**src/rtl/imem_dmem_arbiter_if.sv**
```systemverilog
// Bus bundle between the processor ports, the arbiter and the shared memory.
// master: processor and memory side (drives requests and memory responses).
// slave:  arbiter side.
interface imem_dmem_arbiter_if;
  logic        imemreq_val;
  logic        imemreq_rdy;
  logic [31:0] imemreq_addr;
  logic        imemresp_val;
  logic [31:0] imemresp_data;

  logic        dmemreq_val;
  logic        dmemreq_rdy;
  logic        dmemreq_type;
  logic [31:0] dmemreq_addr;
  logic [31:0] dmemreq_wdata;
  logic        dmemresp_val;
  logic [31:0] dmemresp_rdata;

  logic        memreq_val;
  logic        memreq_rdy;
  logic        memreq_type;
  logic [31:0] memreq_addr;
  logic [31:0] memreq_wdata;
  logic        memresp_val;
  logic [31:0] memresp_rdata;

  modport master (
    output imemreq_val, imemreq_addr,
    input  imemreq_rdy, imemresp_val, imemresp_data,
    output dmemreq_val, dmemreq_type, dmemreq_addr, dmemreq_wdata,
    input  dmemreq_rdy, dmemresp_val, dmemresp_rdata,
    input  memreq_val, memreq_type, memreq_addr, memreq_wdata,
    output memreq_rdy, memresp_val, memresp_rdata
  );

  modport slave (
    input  imemreq_val, imemreq_addr,
    output imemreq_rdy, imemresp_val, imemresp_data,
    input  dmemreq_val, dmemreq_type, dmemreq_addr, dmemreq_wdata,
    output dmemreq_rdy, dmemresp_val, dmemresp_rdata,
    output memreq_val, memreq_type, memreq_addr, memreq_wdata,
    input  memreq_rdy, memresp_val, memresp_rdata
  );
endinterface

```
**src/rtl/imem_dmem_arbiter.sv**
```systemverilog
// Shares one single-ported memory between the instruction and data ports.
// One outstanding transaction; responses are routed back to the issuing port.
// Optional performance counters are enabled by defining IMEM_DMEM_ARBITER_PERF_EN.
module imem_dmem_arbiter #(
  parameter logic DMEM_PRIORITY = 1'b1
) (
  input  logic clk,
  input  logic rst,
  imem_dmem_arbiter_if.slave bus
`ifdef IMEM_DMEM_ARBITER_PERF_EN
  ,
  output logic [31:0] perf_imem_grants,
  output logic [31:0] perf_dmem_grants,
  output logic [31:0] perf_conflicts
`endif
);

  localparam logic [1:0] ST_IDLE     = 2'd0;
  localparam logic [1:0] ST_WAIT_RDY = 2'd1;
  localparam logic [1:0] ST_BUSY     = 2'd2;

  localparam logic PORT_IMEM = 1'b0;
  localparam logic PORT_DMEM = 1'b1;

  logic [1:0] state_reg, state_next;
  logic       owner_reg, owner_next;
  logic       type_reg, type_next;
  logic       last_grant_reg, last_grant_next;

  logic any_val, both_val, idle_winner, grant, accept, resp_fire;

  assign any_val  = bus.imemreq_val | bus.dmemreq_val;
  assign both_val = bus.imemreq_val & bus.dmemreq_val;

  // Pick the winner among fresh requests in IDLE
  always_comb begin
    idle_winner = PORT_IMEM;
    if (both_val)
      idle_winner = DMEM_PRIORITY ? PORT_DMEM : ~last_grant_reg;
    else if (bus.dmemreq_val)
      idle_winner = PORT_DMEM;
  end

  // Once a request has been presented and stalled, the owner stays locked
  assign grant = (state_reg == ST_IDLE) ? idle_winner : owner_reg;

  // Drive the memory request from the granted port; silent while in reset
  always_comb begin
    bus.memreq_val = 1'b0;
    if (!rst) begin
      case (state_reg)
        ST_IDLE:     bus.memreq_val = any_val;
        ST_WAIT_RDY: bus.memreq_val = 1'b1;
        default:     bus.memreq_val = 1'b0;
      endcase
    end
    bus.memreq_type  = (grant == PORT_DMEM) ? bus.dmemreq_type  : 1'b0;
    bus.memreq_addr  = (grant == PORT_DMEM) ? bus.dmemreq_addr  : bus.imemreq_addr;
    bus.memreq_wdata = (grant == PORT_DMEM) ? bus.dmemreq_wdata : 32'h0;
  end

  assign accept          = bus.memreq_val & bus.memreq_rdy;
  assign bus.imemreq_rdy = accept & (grant == PORT_IMEM);
  assign bus.dmemreq_rdy = accept & (grant == PORT_DMEM);

  // Response routing: pass-through to the owner only, zero elsewhere
  assign resp_fire          = !rst && (state_reg == ST_BUSY) && bus.memresp_val;
  assign bus.imemresp_val   = resp_fire & (owner_reg == PORT_IMEM);
  assign bus.dmemresp_val   = resp_fire & (owner_reg == PORT_DMEM);
  assign bus.imemresp_data  = bus.imemresp_val ? bus.memresp_rdata : 32'h0;
  assign bus.dmemresp_rdata = (bus.dmemresp_val && !type_reg) ? bus.memresp_rdata : 32'h0;

  // Next-state and bookkeeping for owner, stored type and last grant
  always_comb begin
    state_next      = state_reg;
    owner_next      = owner_reg;
    type_next       = type_reg;
    last_grant_next = last_grant_reg;
    case (state_reg)
      ST_IDLE: begin
        if (any_val) begin
          owner_next = idle_winner;
          state_next = accept ? ST_BUSY : ST_WAIT_RDY;
        end
      end
      ST_WAIT_RDY: begin
        if (accept) state_next = ST_BUSY;
      end
      ST_BUSY: begin
        if (bus.memresp_val) state_next = ST_IDLE;
      end
      default: state_next = ST_IDLE;
    endcase
    if (accept) begin
      type_next       = (grant == PORT_DMEM) & bus.dmemreq_type;
      last_grant_next = grant;
    end
  end

  // State registers; reset biases the first round-robin conflict toward dmem
  always_ff @(posedge clk or posedge rst) begin
    if (rst) begin
      state_reg      <= ST_IDLE;
      owner_reg      <= PORT_DMEM;
      type_reg       <= 1'b0;
      last_grant_reg <= PORT_IMEM;
    end else begin
      state_reg      <= state_next;
      owner_reg      <= owner_next;
      type_reg       <= type_next;
      last_grant_reg <= last_grant_next;
    end
  end

`ifdef IMEM_DMEM_ARBITER_PERF_EN
  // Free-running event counters, wrap naturally at 2^32
  always_ff @(posedge clk or posedge rst) begin
    if (rst) begin
      perf_imem_grants <= 32'h0;
      perf_dmem_grants <= 32'h0;
      perf_conflicts   <= 32'h0;
    end else begin
      if (accept && grant == PORT_IMEM) perf_imem_grants <= perf_imem_grants + 32'd1;
      if (accept && grant == PORT_DMEM) perf_dmem_grants <= perf_dmem_grants + 32'd1;
      if (state_reg == ST_IDLE && both_val) perf_conflicts <= perf_conflicts + 32'd1;
    end
  end
`endif

endmodule

```
**src/flat_wrapper.sv**
```systemverilog
// flat-port wrapper written by rule: the top's interface ports become plain ports
module imem_dmem_arbiter_flat 
#(
  parameter logic DMEM_PRIORITY = 1'b1
)
  (clk, rst, bus_imemreq_val, bus_imemreq_addr, bus_imemreq_rdy, bus_imemresp_val, bus_imemresp_data, bus_dmemreq_val, bus_dmemreq_type, bus_dmemreq_addr, bus_dmemreq_wdata, bus_dmemreq_rdy, bus_dmemresp_val, bus_dmemresp_rdata, bus_memreq_val, bus_memreq_type, bus_memreq_addr, bus_memreq_wdata, bus_memreq_rdy, bus_memresp_val, bus_memresp_rdata);
  imem_dmem_arbiter_if bus_i ();
  input  logic clk;
  input  logic rst;
  input wire logic [$bits(bus_i.imemreq_val)-1:0] bus_imemreq_val;
  input wire logic [$bits(bus_i.imemreq_addr)-1:0] bus_imemreq_addr;
  output wire logic [$bits(bus_i.imemreq_rdy)-1:0] bus_imemreq_rdy;
  output wire logic [$bits(bus_i.imemresp_val)-1:0] bus_imemresp_val;
  output wire logic [$bits(bus_i.imemresp_data)-1:0] bus_imemresp_data;
  input wire logic [$bits(bus_i.dmemreq_val)-1:0] bus_dmemreq_val;
  input wire logic [$bits(bus_i.dmemreq_type)-1:0] bus_dmemreq_type;
  input wire logic [$bits(bus_i.dmemreq_addr)-1:0] bus_dmemreq_addr;
  input wire logic [$bits(bus_i.dmemreq_wdata)-1:0] bus_dmemreq_wdata;
  output wire logic [$bits(bus_i.dmemreq_rdy)-1:0] bus_dmemreq_rdy;
  output wire logic [$bits(bus_i.dmemresp_val)-1:0] bus_dmemresp_val;
  output wire logic [$bits(bus_i.dmemresp_rdata)-1:0] bus_dmemresp_rdata;
  output wire logic [$bits(bus_i.memreq_val)-1:0] bus_memreq_val;
  output wire logic [$bits(bus_i.memreq_type)-1:0] bus_memreq_type;
  output wire logic [$bits(bus_i.memreq_addr)-1:0] bus_memreq_addr;
  output wire logic [$bits(bus_i.memreq_wdata)-1:0] bus_memreq_wdata;
  input wire logic [$bits(bus_i.memreq_rdy)-1:0] bus_memreq_rdy;
  input wire logic [$bits(bus_i.memresp_val)-1:0] bus_memresp_val;
  input wire logic [$bits(bus_i.memresp_rdata)-1:0] bus_memresp_rdata;
  assign bus_i.imemreq_val = bus_imemreq_val;
  assign bus_i.imemreq_addr = bus_imemreq_addr;
  assign bus_imemreq_rdy = bus_i.imemreq_rdy;
  assign bus_imemresp_val = bus_i.imemresp_val;
  assign bus_imemresp_data = bus_i.imemresp_data;
  assign bus_i.dmemreq_val = bus_dmemreq_val;
  assign bus_i.dmemreq_type = bus_dmemreq_type;
  assign bus_i.dmemreq_addr = bus_dmemreq_addr;
  assign bus_i.dmemreq_wdata = bus_dmemreq_wdata;
  assign bus_dmemreq_rdy = bus_i.dmemreq_rdy;
  assign bus_dmemresp_val = bus_i.dmemresp_val;
  assign bus_dmemresp_rdata = bus_i.dmemresp_rdata;
  assign bus_memreq_val = bus_i.memreq_val;
  assign bus_memreq_type = bus_i.memreq_type;
  assign bus_memreq_addr = bus_i.memreq_addr;
  assign bus_memreq_wdata = bus_i.memreq_wdata;
  assign bus_i.memreq_rdy = bus_memreq_rdy;
  assign bus_i.memresp_val = bus_memresp_val;
  assign bus_i.memresp_rdata = bus_memresp_rdata;
  imem_dmem_arbiter #(.DMEM_PRIORITY(DMEM_PRIORITY)) u_core (.clk(clk), .rst(rst), .bus(bus_i));
endmodule
```
**config.mk**
```make
export PLATFORM = sky130hd
export DESIGN_NAME = imem_dmem_arbiter_flat
export DESIGN_NICKNAME = d
export VERILOG_FILES = /design/src/rtl/imem_dmem_arbiter_if.sv /design/src/rtl/imem_dmem_arbiter.sv /design/src/flat_wrapper.sv
export SDC_FILE = /design/constraint.sdc
export NUM_CORES = 1
export LEC_CHECK = 0
export BUFFER_PORTS_ARGS = -buffer_cell sky130_fd_sc_hd__buf_4
export CAP_MARGIN = 20
export CORE_AREA = 3 3 103 105
export DETAILED_ROUTE_END_ITERATION = 7
export DIE_AREA = 0 0 106 108
export PLACE_DENSITY_LB_ADDON = 0.3
export SKIP_LAST_GASP = 1
export SYNTH_ARGS = -nofsm -noshare
export SYNTH_HDL_FRONTEND = slang
export SYNTH_SLANG_ARGS = --single-unit
```
**constraint.sdc**
```tcl
create_clock -name clk -period 4.2 [get_ports clk]
set_input_delay 0.42 -clock clk [delete_from_list [all_inputs] [get_ports clk]]
set_output_delay 0.42 -clock clk [all_outputs]
set_load 0.02 [all_outputs]
```
---- Word level (Yosys, flattened, before mapping) ----
Cells that the tools add are included.
operators by class
  multipliers ............................. 0
  magnitude comparators ................... 0
  div/mod/pow operators ................... 0
  bitwise gates (word level) .............. 10
  reduce and logical (&&, ||, !) cells .... 8
  shifts and indexed selects .............. 0
  equal/unequal tests ..................... 5
  add/subtract/negate cells ............... 0
  multiplexer cells ....................... 15
operators by type and width
  kind                number
  $mux 32             4
  $mux 2              4
  $and 1x1->1         7
  $pmux 2 s3          1
  $mux 1              5
  $ne 2x1->1 const B  2
  $logic_and 1x1->1   3
  $reduce_and 3->1    1
  $eq 2x1->1 const B  1
  $eq 2x2->1 const B  1
  $logic_not 1->1     2
  $logic_not 2->1     1
  $ne 2x2->1 const B  1
  $not 1->1           2
  $pmux 1 s2          1
  $reduce_and 2->1    1
  $or 1x1->1          1
word-level totals
  latch bits .............................. 0
  input bits .............................. 135
  output and inout bits ................... 134
  logic and storage cells ................. 41
  ROM bits ................................ 0
  memories ................................ 0
  RAM bits ................................ 0
  register bits ........................... 4

---- Longest topological paths before layout ----
  depth after elaboration ................. 7
  gate-level depth with buffers ........... 5
  mapped depth without buffers ............ 3

---- Worst setup path after synthesis ----
No wires, ideal clock.
  path kind ............................... flip-flop to output port
  start ................................... register u_core.state_reg[0]
  end ..................................... output port bus_memreq_addr[19]
  stages on the path, launching flop included .. 5
  required time ........................... 3.780 ns
  arrival ................................. 1.479 ns
  path slack .............................. 2.301 ns
  buffers on the path ..................... 1
  cell sequence ........................... dfrtp_1 nor2_2 mux2i_2 buf_2 mux2_2
on the way
  longest elaborated chain between the ends .. 3
RTL lines
  what                    line                      text
  from (decl)             imem_dmem_arbiter.sv:25   logic [1:0] state_reg, state_next;
  from (signal assigned)  imem_dmem_arbiter.sv:108  state_reg <= state_next;
  $logic_not 2->1         imem_dmem_arbiter.sv:45   assign grant = (state_reg == ST_IDLE) ? idle_winner : owner_reg;
  $mux 1                  imem_dmem_arbiter.sv:45
  $mux 32                 imem_dmem_arbiter.sv:58   bus.memreq_addr = (grant == PORT_DMEM) ? bus.dmemreq_addr : bus.imemreq_addr;
  to (decl)               flat_wrapper.sv:24        output wire logic [$bits(bus_i.memreq_addr)-1:0] bus_memreq_addr;
Every way passes these cells.

---- Final worst setup path ----
  start ................................... register u_core.state_reg[0]
  end ..................................... output port bus_memreq_addr[18]
Same word-level chain as after synthesis.

==> summary.txt <==
Placed design
  • Number of port buffers: 268
  • Post-placement cell count: 559
  • DP Area: 0.00343 sq mm
  • GP Congestion: 0.766
  • Final HPWL DP: 6840 um

STA
  • Fin. Hold Viols: 0
  • RSZ-0062 raised after global routing: false
  • Final setup fails: 0
  • Peak Freq: 0.348 GHz
  • Worst Max-Slew Pin Slew: 769 ps
  • Setup TNS Final: 0 ps
  • Final count of pins violating max slew: 0
  • Slew margin rel.: 0.476
  • Clock skew: 3.52 ps
  • Final min period: 2870 ps
  • Hold_ws: 98.4 ps
  • Final period util: 0.684

CTS
  • CTS Root Cell: clkbuf_8
  • Maximum buffer depth of the clock tree: 2
  • TritonCTS clock tree: built
  • Post-CTS Resized: 0
  • Worst-path clk slew: 40 ps
  • Post-CTS setup buffers: 0
  • H-tree Lvls: 1
  • Post-CTS Hold Buffers: 0
  • CTS Buf Count: 3
  • Clock sink total: 4
  • Skew-Pair Late Insertion Delay: 220 ps

Finish
  • Share of cells above drive strength 1: 0.726
  • Finished Cell Area: 0.00348 sq mm
  • Fin cells: 563
  • Final Util: 0.358
  • Largest register FFs: 2
  • Reg area: 101 sq um
  • Final #Nets: 566
  • Diode count: 0
  • Multi-input combinational cell area: 0.00111 sq mm
  • Layout area overhead: 172%
  • Fill cell count: 1029

Detailed routing
  • DRC Markers: 0
  • Routed len/inst: 14.0 um
  • Iter 0 DRT Violations: 75
  • Pre-antenna DRT Iters: 4
  • Final ANT Viol Nets: 0
  • Final Routed Wirelength: 7880 um
  • Via count: 2094
  • Post-DR vias/cell: 3.72

Power
  • Leakage: 1.88 nW
  • Peak VDD IR: 158 uV
  • Cell area power density: 203 mW/mm^2

Flow run
  • Max Cap Viol: 0

Worst setup path
  • WP data required: 3780 ps
  • Max incr delay on CP: 710 ps
  • CP Cell Sequence: nor2_2, mux2i_4, buf_12, mux2_2, buf_4
  • Startpoint Class: flip-flop
  • CP arrival: 2450 ps
  • Critical path type: reg2out
  • Critical Path End Type: primary output
  • Worst path slowest cell: mux2i_4
  • CP Max Fanout: 45

Synth
  • Netlist cell types: 21
  • Mean post-synth cell area: 7.62 sq um
  • Syn Std Cell Area: 0.00128 sq mm
  • Synth Warn #: 0
  • Synthesized netlist cell count: 168
  • #FFs+latches synth: 4
  • Syn Nets: 303
  • Sequential area share after synthesis: 0.0792

Floorplanning
  • Die Ht: 108 um
  • Std-Cell Rows: 36
  • Ports: 269
  • DIE AREA: 0.0114 sq mm
  • Core ar.: 0.00973 sq mm
  • Chip Width: 106 um
  • Initial Util: 0.132

GRT
  • First-pass GRT wire length: 10800 um
  • Largest net degree at the start of global routing: 46
  • Grt total ovfl: 0
  • Initial antenna violation count: 0
  • Vias in the first global route: 1982
  • GRT Overall Usage: 0.116

Hold path
  • Hold WC Path Type: in2async

Run status
  • Outcome: finished clean
routing by layer:
layer | global-route usage | share of wire
met1 | 0.132 | 0.35
met2 | 0.227 | 0.56
met3 | 0.0233 | 0.085
met4 | 0.0157 | 0.0029
met5 | 0 | 0
layout make-up:
class,count,share of cell area
clock buffer,4,0.0129
inverter,2,0.00216
multi-input combinational,149,0.319
sequential,4,0.0291
tap,133,0.0478
timing repair buffer,271,0.588
per-stage QoR:
| stage | setup slack [ps] | power, mW |
|---|---|---|
| after global placement | 1620 | 0.620 |
| after floorplan | 2300 | 0.347 |
| after CTS | 1300 | 0.718 |
| after detailed placement | 1550 | 0.624 |
| after global routing | 1170 | 0.747 |
| final | 1330 | 0.707 |
logic make-up after synthesis:
logic type	after synthesis	share of synthesized area
flops	4	0.0792
compound gates	2	0.00782
simple gates	112	0.544
mux	35	0.309
buf+inv	15	0.0596
cells in the mapped netlist:
| library cell | number | share of area |
|---|---|---|
| nand2b_1 | 3 | 0.015 |
| and3_1 | 1 | 0.0049 |
| nor3b_1 | 1 | 0.0059 |
| o21ai_0 | 2 | 0.0078 |
| mux2i_2 | 1 | 0.011 |
| dfrtp_1 | 3 | 0.059 |
| nor2_2 | 1 | 0.0049 |
| nor3_1 | 3 | 0.012 |
| mux2_2 | 33 | 0.29 |
| clkbuf_1 | 5 | 0.015 |
| nand2_1 | 2 | 0.0059 |
| buf_4 | 4 | 0.023 |
| nor3_2 | 2 | 0.016 |
| buf_2 | 4 | 0.016 |
| and2_1 | 64 | 0.31 |
| nand3b_1 | 1 | 0.0059 |
| inv_1 | 2 | 0.0059 |
| dfstp_2 | 1 | 0.021 |
| nor2b_1 | 32 | 0.16 |
| mux2i_1 | 1 | 0.0078 |
| nor2_1 | 2 | 0.0059 |
path summary, 6_finish.rpt:
check	cells after the start	endpoint	slack (ps)	startpoint
max in group asynchronous	2	u_core.owner_reg	3870	rst
min reg2reg	2	u_core.owner_reg	530	u_core.owner_reg
max	5	bus_memreq_addr[18]	1330	u_core.state_reg[0]
min	2	u_core.state_reg[1]	100	rst
min in group clk	2	u_core.owner_reg	360	bus_imemreq_val
max reg2reg	4	u_core.owner_reg	2290	u_core.state_reg[0]
power breakdown:
part	internal, mW	total, mW	switching [mW]
clock	0.0651	0.0885	0.0234
combinational	0.290	0.562	0.272
sequential	0.0472	0.0564	0.00917
worst max-delay path: cells and delay by family, from the launching register on:
kind | cells | cell delay, ps
flip-flops | 1 | 410
AND/OR/NAND/NOR | 1 | 230
buffers and inverters | 2 | 470
multiplexers | 2 | 1080
placed cells by master (no fill, tap or decap):
master and count:
inv_1 2, nand2_1 2, nand2b_1 3, nor3_1 3, mux2i_4 1, buf_4 270, buf_12 1, nor3b_1 1
o21ai_0 2, mux2i_1 1, and2_1 64, nand3b_1 1, dfstp_2 1, nor2_1 2, clkbuf_8 3, nor2_2 1
nor2b_1 32, and3_1 1, nor3_2 2, clkbuf_1 1, dfrtp_1 3, mux2_2 33
No activity file was read; power rests on OpenSTA's default activity.
